--- src/rtl/bus_cycle_adapter.sv ---
// rtl/bus_cycle_adapter.sv - 8088 pin-level bus cycle to system request/ack bridge
// Optional INTA_VECTOR_EN: two-phase interrupt acknowledge returning irq_vector on the second cycle.
module bus_cycle_adapter #(
    parameter int unsigned MIN_WAIT  = 0,
    parameter logic [7:0]  IDLE_DATA = 8'hFF
) (
    input  logic        CLK,
    input  logic        RESET,
    input  logic        ALE,
    input  logic [11:0] A,
    input  logic [7:0]  outAD,
    input  logic [7:0]  enAD,
    input  logic        RD_n,
    input  logic        WR_n,
    input  logic        IOM,
    input  logic        INTA_n,
    output logic [7:0]  inAD,
    output logic        READY,
    output logic [19:0] sys_addr,
    output logic        sys_io,
    output logic        sys_we,
    output logic [7:0]  sys_wdata,
    output logic        sys_req,
    input  logic        sys_ack,
    input  logic [7:0]  sys_rdata,
    input  logic [7:0]  irq_vector
);

    typedef enum logic [2:0] {
        S_IDLE,
        S_ADDR,
        S_REQ,
        S_WAIT,
        S_DELAY,
        S_HOLD
    } state_t;

    // The cycle that sees the completion event counts as the first extra wait cycle.
    localparam logic [3:0] WAIT_LOAD = (MIN_WAIT == 0) ? 4'd0 : 4'(MIN_WAIT - 1);

    state_t      state, state_n;
    logic        ready_n;
    logic [7:0]  in_ad_n;
    logic [19:0] addr_n;
    logic        io_n;
    logic        we_n;
    logic [7:0]  wdata_n;
    logic [3:0]  wait_cnt, wait_cnt_n;

`ifdef INTA_VECTOR_EN
    logic        phase, phase_n;
`else
    logic        unused_irq;
    assign unused_irq = ^irq_vector;
`endif

    assign sys_req = (state == S_REQ);

    always_ff @(posedge CLK) begin
        if (RESET) begin
            state     <= S_IDLE;
            READY     <= 1'b1;
            inAD      <= IDLE_DATA;
            sys_addr  <= 20'd0;
            sys_io    <= 1'b0;
            sys_we    <= 1'b0;
            sys_wdata <= 8'd0;
            wait_cnt  <= 4'd0;
`ifdef INTA_VECTOR_EN
            phase     <= 1'b0;
`endif
        end else begin
            state     <= state_n;
            READY     <= ready_n;
            inAD      <= in_ad_n;
            sys_addr  <= addr_n;
            sys_io    <= io_n;
            sys_we    <= we_n;
            sys_wdata <= wdata_n;
            wait_cnt  <= wait_cnt_n;
`ifdef INTA_VECTOR_EN
            phase     <= phase_n;
`endif
        end
    end

    always_comb begin
        state_n    = state;
        ready_n    = READY;
        in_ad_n    = inAD;
        addr_n     = sys_addr;
        io_n       = sys_io;
        we_n       = sys_we;
        wdata_n    = sys_wdata;
        wait_cnt_n = wait_cnt;
`ifdef INTA_VECTOR_EN
        phase_n    = phase;
`endif
        case (state)
            S_IDLE: begin
                if (ALE) begin
                    addr_n  = {A, outAD};
                    io_n    = IOM;
                    ready_n = 1'b0;
                    state_n = S_ADDR;
                end
            end
            S_ADDR: begin
                // Read wins when both strobes are low.
                if (!RD_n) begin
                    we_n    = 1'b0;
                    state_n = S_REQ;
`ifdef INTA_VECTOR_EN
                    phase_n = 1'b0;
`endif
                end else if (!WR_n && enAD == 8'hFF) begin
                    wdata_n = outAD;
                    we_n    = 1'b1;
                    state_n = S_REQ;
`ifdef INTA_VECTOR_EN
                    phase_n = 1'b0;
`endif
                end else if (!INTA_n) begin
                    we_n = 1'b0;
`ifdef INTA_VECTOR_EN
                    in_ad_n = phase ? irq_vector : IDLE_DATA;
                    phase_n = ~phase;
                    if (MIN_WAIT == 0) begin
                        ready_n = 1'b1;
                        state_n = S_HOLD;
                    end else begin
                        wait_cnt_n = WAIT_LOAD;
                        state_n    = S_DELAY;
                    end
`else
                    in_ad_n = IDLE_DATA;
                    ready_n = 1'b1;
                    state_n = S_HOLD;
`endif
                end
            end
            S_REQ: begin
                state_n = S_WAIT;
            end
            S_WAIT: begin
                if (sys_ack) begin
                    if (!sys_we) begin
                        in_ad_n = sys_rdata;
                    end
                    if (MIN_WAIT == 0) begin
                        ready_n = 1'b1;
                        state_n = S_HOLD;
                    end else begin
                        wait_cnt_n = WAIT_LOAD;
                        state_n    = S_DELAY;
                    end
                end
            end
            S_DELAY: begin
                if (wait_cnt == 4'd0) begin
                    ready_n = 1'b1;
                    state_n = S_HOLD;
                end else begin
                    wait_cnt_n = wait_cnt - 4'd1;
                end
            end
            S_HOLD: begin
                if (RD_n && WR_n && INTA_n) begin
                    in_ad_n = IDLE_DATA;
                    state_n = S_IDLE;
                end
            end
            default: begin
                state_n = S_IDLE;
            end
        endcase
    end

endmodule

--- config.mk ---
export PLATFORM = sky130hd
export DESIGN_NAME = bus_cycle_adapter
export DESIGN_NICKNAME = d
export VERILOG_FILES = /design/src/rtl/bus_cycle_adapter.sv
export SDC_FILE = /design/constraint.sdc
export NUM_CORES = 1
export LEC_CHECK = 0
export CAP_MARGIN = 20
export CORE_MARGIN = 3
export CORE_UTILIZATION = 40
export DETAILED_ROUTE_END_ITERATION = 6
export PLACE_DENSITY = 0.88
export SLEW_MARGIN = 20
export SYNTH_ARGS = -nofsm -noshare
export SYNTH_HDL_FRONTEND = slang
export SYNTH_SLANG_ARGS = --single-unit
--- constraint.sdc ---
create_clock -name CLK -period 2 [get_ports CLK]
set_input_delay 0.5 -clock CLK [delete_from_list [all_inputs] [get_ports CLK]]
set_output_delay 0.5 -clock CLK [all_outputs]
set_load 0.005 [all_outputs]
== Yosys cells after proc, flatten, opt, wreduce, memory -nomap -nowiden ==
Cells that the tools add are included.
Storage, ports and cells
  input bits: 52
  register bits after elaboration: 46
Cells by class
  $add $sub $neg: 1
  bitwise operators: 1
  mux-type cells: 25
  equality and inequality tests: 16
  reduce and logical (&&, ||, !) cells: 15
Operators by type and width (count)
  $mux W8: 6
  $pmux W8 S3: 1
  $mux W3: 7
  $pmux W3 S6: 1
  $ne A2 B2 Y1 const B: 8
  $reduce_and A7 Y1: 2
  $mux W1: 9
  $eq A8 B8 Y1 const B: 1
  $eq A3 B2 Y1 const B: 2
  $eq A3 B3 Y1 const B: 2
  $reduce_and A2 Y1: 3
  $reduce_and A5 Y1: 1
  $logic_not A4 Y1: 1
  $ne A4 B4 Y1 const B: 1
  $pmux W1 S4: 1
  $reduce_bool A4 Y1: 1
  $sub A4 B1 Y4 const B: 1
  $eq A3 B1 Y1 const B: 1
  $logic_and A1 B1 Y1: 3
  $logic_not A3 Y1: 1
  $ne A3 B2 Y1 const B: 1
  $reduce_and A3 Y1: 1
  $reduce_bool A3 Y1: 1
  $logic_not A1 Y1: 1
  $not A1 Y1: 1

== Longest topological paths before layout ==
Gate-level depths: netlist of the first run.
  depth in word-level cells: 5
  depth in mapped cells: 7
  mapped depth without buffers: 7

== Worst setup path before layout of the first run ==
No wires, ideal clock.
  path kind: input to register
  from: in WR_n
  to: reg inAD[0]
  slack: 0.444 ns
  data arrival time: 1.436 ns
  required time: 1.880 ns
  cell stages on the path: 6
  cells stage by stage: nand2b_1 -> nor3_2 -> a22oi_2 -> and4_1 -> buf_6 -> mux2i_1
Between the ends
  cells in the longest elaborated chain, start to end: 4
  elaborated cells between the ends (all ways): 7
RTL lines
  from (decl): RTL line 14  | input logic WR_n,
  $logic_and A1 B1 Y1 / $logic_not A1 Y1 (equally long branches): RTL line 168, 116
  $logic_and A1 B1 Y1, on equally long branches: RTL line 168, 116
  $ne A2 B2 Y1 (no source line)
  $reduce_and A7 Y1 (no source line) (*)
  to (signal assigned): RTL line 75  | inAD <= in_ad_n;
  to (decl): RTL line 17  | output logic [7:0] inAD,
Mark *: on every way between the ends. The rest lies on a longest branch, timed or not.
A chain may end at the register's enable or synchronous reset.

== Final worst setup path of the first run ==
  from: reg state[2]
  to: out sys_req
Between the ends
  cells in the longest elaborated chain, start to end: 1
RTL lines
  from (decl): RTL line 41  | state_t state, state_n;
  from (signal assigned): RTL line 73  | state <= state_n;
  $eq A3 B2 Y1: RTL line 57  | assign sys_req = (state == S_REQ);
  to (decl): RTL line 23  | output logic sys_req,
Every way passes these cells.

==> results of run 1 <==
per-stage QoR:
step | cell area, um2 | setup TNS, ns | hold slack (ns) | setup WS, ns
floorplan | 1917 | 0 | 0.4527 | 0.4442
global placement | 2844 | -0.4675 | 0.4409 | -0.05850
detailed placement | 2844 | -1.267 | 0.4457 | -0.1095
CTS | 2930 | 0 | 0.4578 | 0.02983
global route | 2934 | 0 | 0.4778 | 0.01081
finish | 2934 | 0 | 0.4580 | 0.1033
power by group:
| part | leakage [nW] | switching [mW] | internal [mW] |
|---|---|---|---|
| logic | 0.717 | 0.445 | 0.537 |
| registers | 0.375 | 0.0878 | 1.04 |
| clock network | 0.0452 | 0.299 | 0.247 |
| total | 1.14 | 0.832 | 1.82 |
state kept, by name (all words and copies together) (netlist names):
| register | cells |
|---|---|
| state | 3 |
| sys_io | 1 |
| sys_we | 1 |
| READY | 1 |
| wait_cnt | 4 |
| sys_addr | 20 |
| inAD | 8 |
| sys_wdata | 8 |
placed cells by master, fill, tap and decap left out, types with 2 or more instances in the layout:
cell type / n
a21oi_1: 23
buf_12: 2
buf_4: 9
clkbuf_8: 5
clkdlybuf4s50_1: 83
dfxtp_1: 45
inv_1: 5
mux2i_1: 17
nand2_1: 50
nand3_1: 5
nand4_1: 2
nor2_1: 30
nor2_2: 3
nor3_1: 3
o21ai_0: 3
xor2_1: 2
area by class of cell:
cell class	instances	share of cell area, %
well taps	52	2.217
clock buffers	6	2.473
inverters	5	0.6397
flip-flops and latches	46	31.43
repair buffers	94	31.98
clock inverters	2	0.4691
multi-input cells	161	30.79
worst paths after layout:
check          startpoint      endpoint  slack [ns]  cells past startpoint
max              state[2]       sys_req        0.10                      4
max reg2reg      state[2]   wait_cnt[3]        0.36                      6
min          sys_addr[13]  sys_addr[13]        0.46                      2
min reg2reg  sys_addr[13]  sys_addr[13]        0.46                      2
cell families after synthesis:
group	Yosys count	synth area share, %
compound gates	36	11.49
xor+xnor	3	1.371
buf+inv	19	4.961
simple gates	104	24.61
flops	46	48.04
fa+ha+maj	1	0.6526
mux	17	8.877
routing by layer:
metal	vias up	global-route usage, %	wire, um
met5	-	0	0
met4	0	6.019	53
met3	4	6.542	430
met2	63	29.79	2371
met1	843	20.44	1959
li1	925	-	-
repair_timing:
| item | CTS | global route |
|---|---|---|
| endpoints found under the hold margin | 0 | 0 |
| setup buffers | 0 | 0 |
| hold buffers | 0 | 0 |
| setup endpoints to repair | 0 | 1 |
| gates resized for setup | 0 | 2 |
tightest hold or removal path, cell delays in order (launching register included):
cell and delay, ns:
dfxtp_1 0.31, nand2_1 0.05, a21oi_1 0.05
==> results.cfg, run 1 <==
[status]
status = finished, final reports clean

[finish]
fin_cells = 366
multi_input_area_um2 = 903.4
seq_area_um2 = 922.1
antennaDiodeCount = 0
syn2layout_area_growth_pct = 53.07
fin_nets = 366
drive_gt1_share_pct = 9.236
fillers = 388
fin_util_pct = 65.14

[grt]
grtUsageTotal_pct = 17.58
grt_pass1_wl_um = 7610
grt_start_max_net_pins = 32
grt_overflow = 0
grt_pass1_vias = 1754
antenna_found_initial = 0

[logic_synthesis]
synthArstFlopShare_pct = 0
ys_seq_area_share_pct = 48.04
syn_area_um2 = 1917
synth.top_cells.by_area = dfxtp_1 48%, nand2_1 9.8%, mux2i_1 8.9%
synth_seq_cells = 46
synth.distinct_cells = 40
synth_commonest_cells = 50 x nand2_1, 46 x dfxtp_1, 31 x nor2_1
syn-num-nets = 279
synth_edf_count = 0
post-synth-top-count-cell = nand2_1
postSynthAreaPerCell_um2 = 8.482
netlist_instances = 226
yosys.area.top_type = dfxtp_1
synthFlopType = dfxtp_1
synth_top_area_share_pct = 48.04
yosysWarnings = 0

[clocking]
numClockSinks = 46
htreeDepth = 2
root_buffer = clkbuf_8
clockBufferDepth = 2
worstSkewPairLatency_ns = 0.29
cts_made_buffers = 5
path_clk_slew_ns = 0.08
tritoncts = built

[timing]
fmax_mhz = 527.2
setup_violations = 0
skew_ns = 0.01134
rsz0062_at_grt = no
maxSlewViolCount = 0
period_minus_slack_ns = 1.897
fin_crit_sh_pct = 94.84
relSlewSlack_pct = 74.59
hold_viol_final = 0
worst_pin_slew_ns = 0.3803

[worst_setup_path]
cp-start-kind = flop
critPathMaxStageDelay_ns = 0.49
cp_max_fo = 4
cp_top_family = buffers and inverters
cp_slowest_cell = clkdlybuf4s50_1
crit_type = flop to output port
path_cells = nor2_2 > nand2_1 > inv_1 > clkdlybuf4s50_1
worstSetupEndpointType = output port
arrival_ns = 1.40
cp.buffers_inverters = 2
cp_data_required_time_ns = 1.50

[placement]
placed_cells = 358
portBuffers = 83
dp_hpwl_um = 3586
routabilityCongestion = 0.8511

[floorplanning]
rows = 24
die_h_um = 75.23
start_util_pct = 42.56
coreArea_um2 = 4504
die_area_um2 = 5659
ios = 92
fp.dieW_um = 75.23

[flow_run]
cap_violations = 0

[detailed_routing]
num_vias = 1835
dr.pass1.iters = 6
ant_nets = 0
viasPerCell = 5.014
drc_errors = 0
drt_iter0_markers = 77
totalWireLength_um = 4814
wl_per_cell_um = 13.15

[pwr]
power.density_nw_per_um2 = 905.5
p_leak_nw = 1.137
finalPower_mw = 2.657
vdd_drop_max_uv = 626.8

[min_path]
hold_path_class = flop to flop
Note: power is estimated with default switching activity, not from simulation.
==> inputs of run 2 (changes only) <==
--- a/config.mk
+++ b/config.mk
@@ -5,6 +5,7 @@
 export SDC_FILE = /design/constraint.sdc
 export NUM_CORES = 1
 export LEC_CHECK = 0
+export ABC_CLOCK_PERIOD_IN_PS = 2000
 export CAP_MARGIN = 20
 export CORE_MARGIN = 3
 export CORE_UTILIZATION = 40
==> results of run 2 <==
No change in the layout: final DEF, timing and power equal those of run 1.
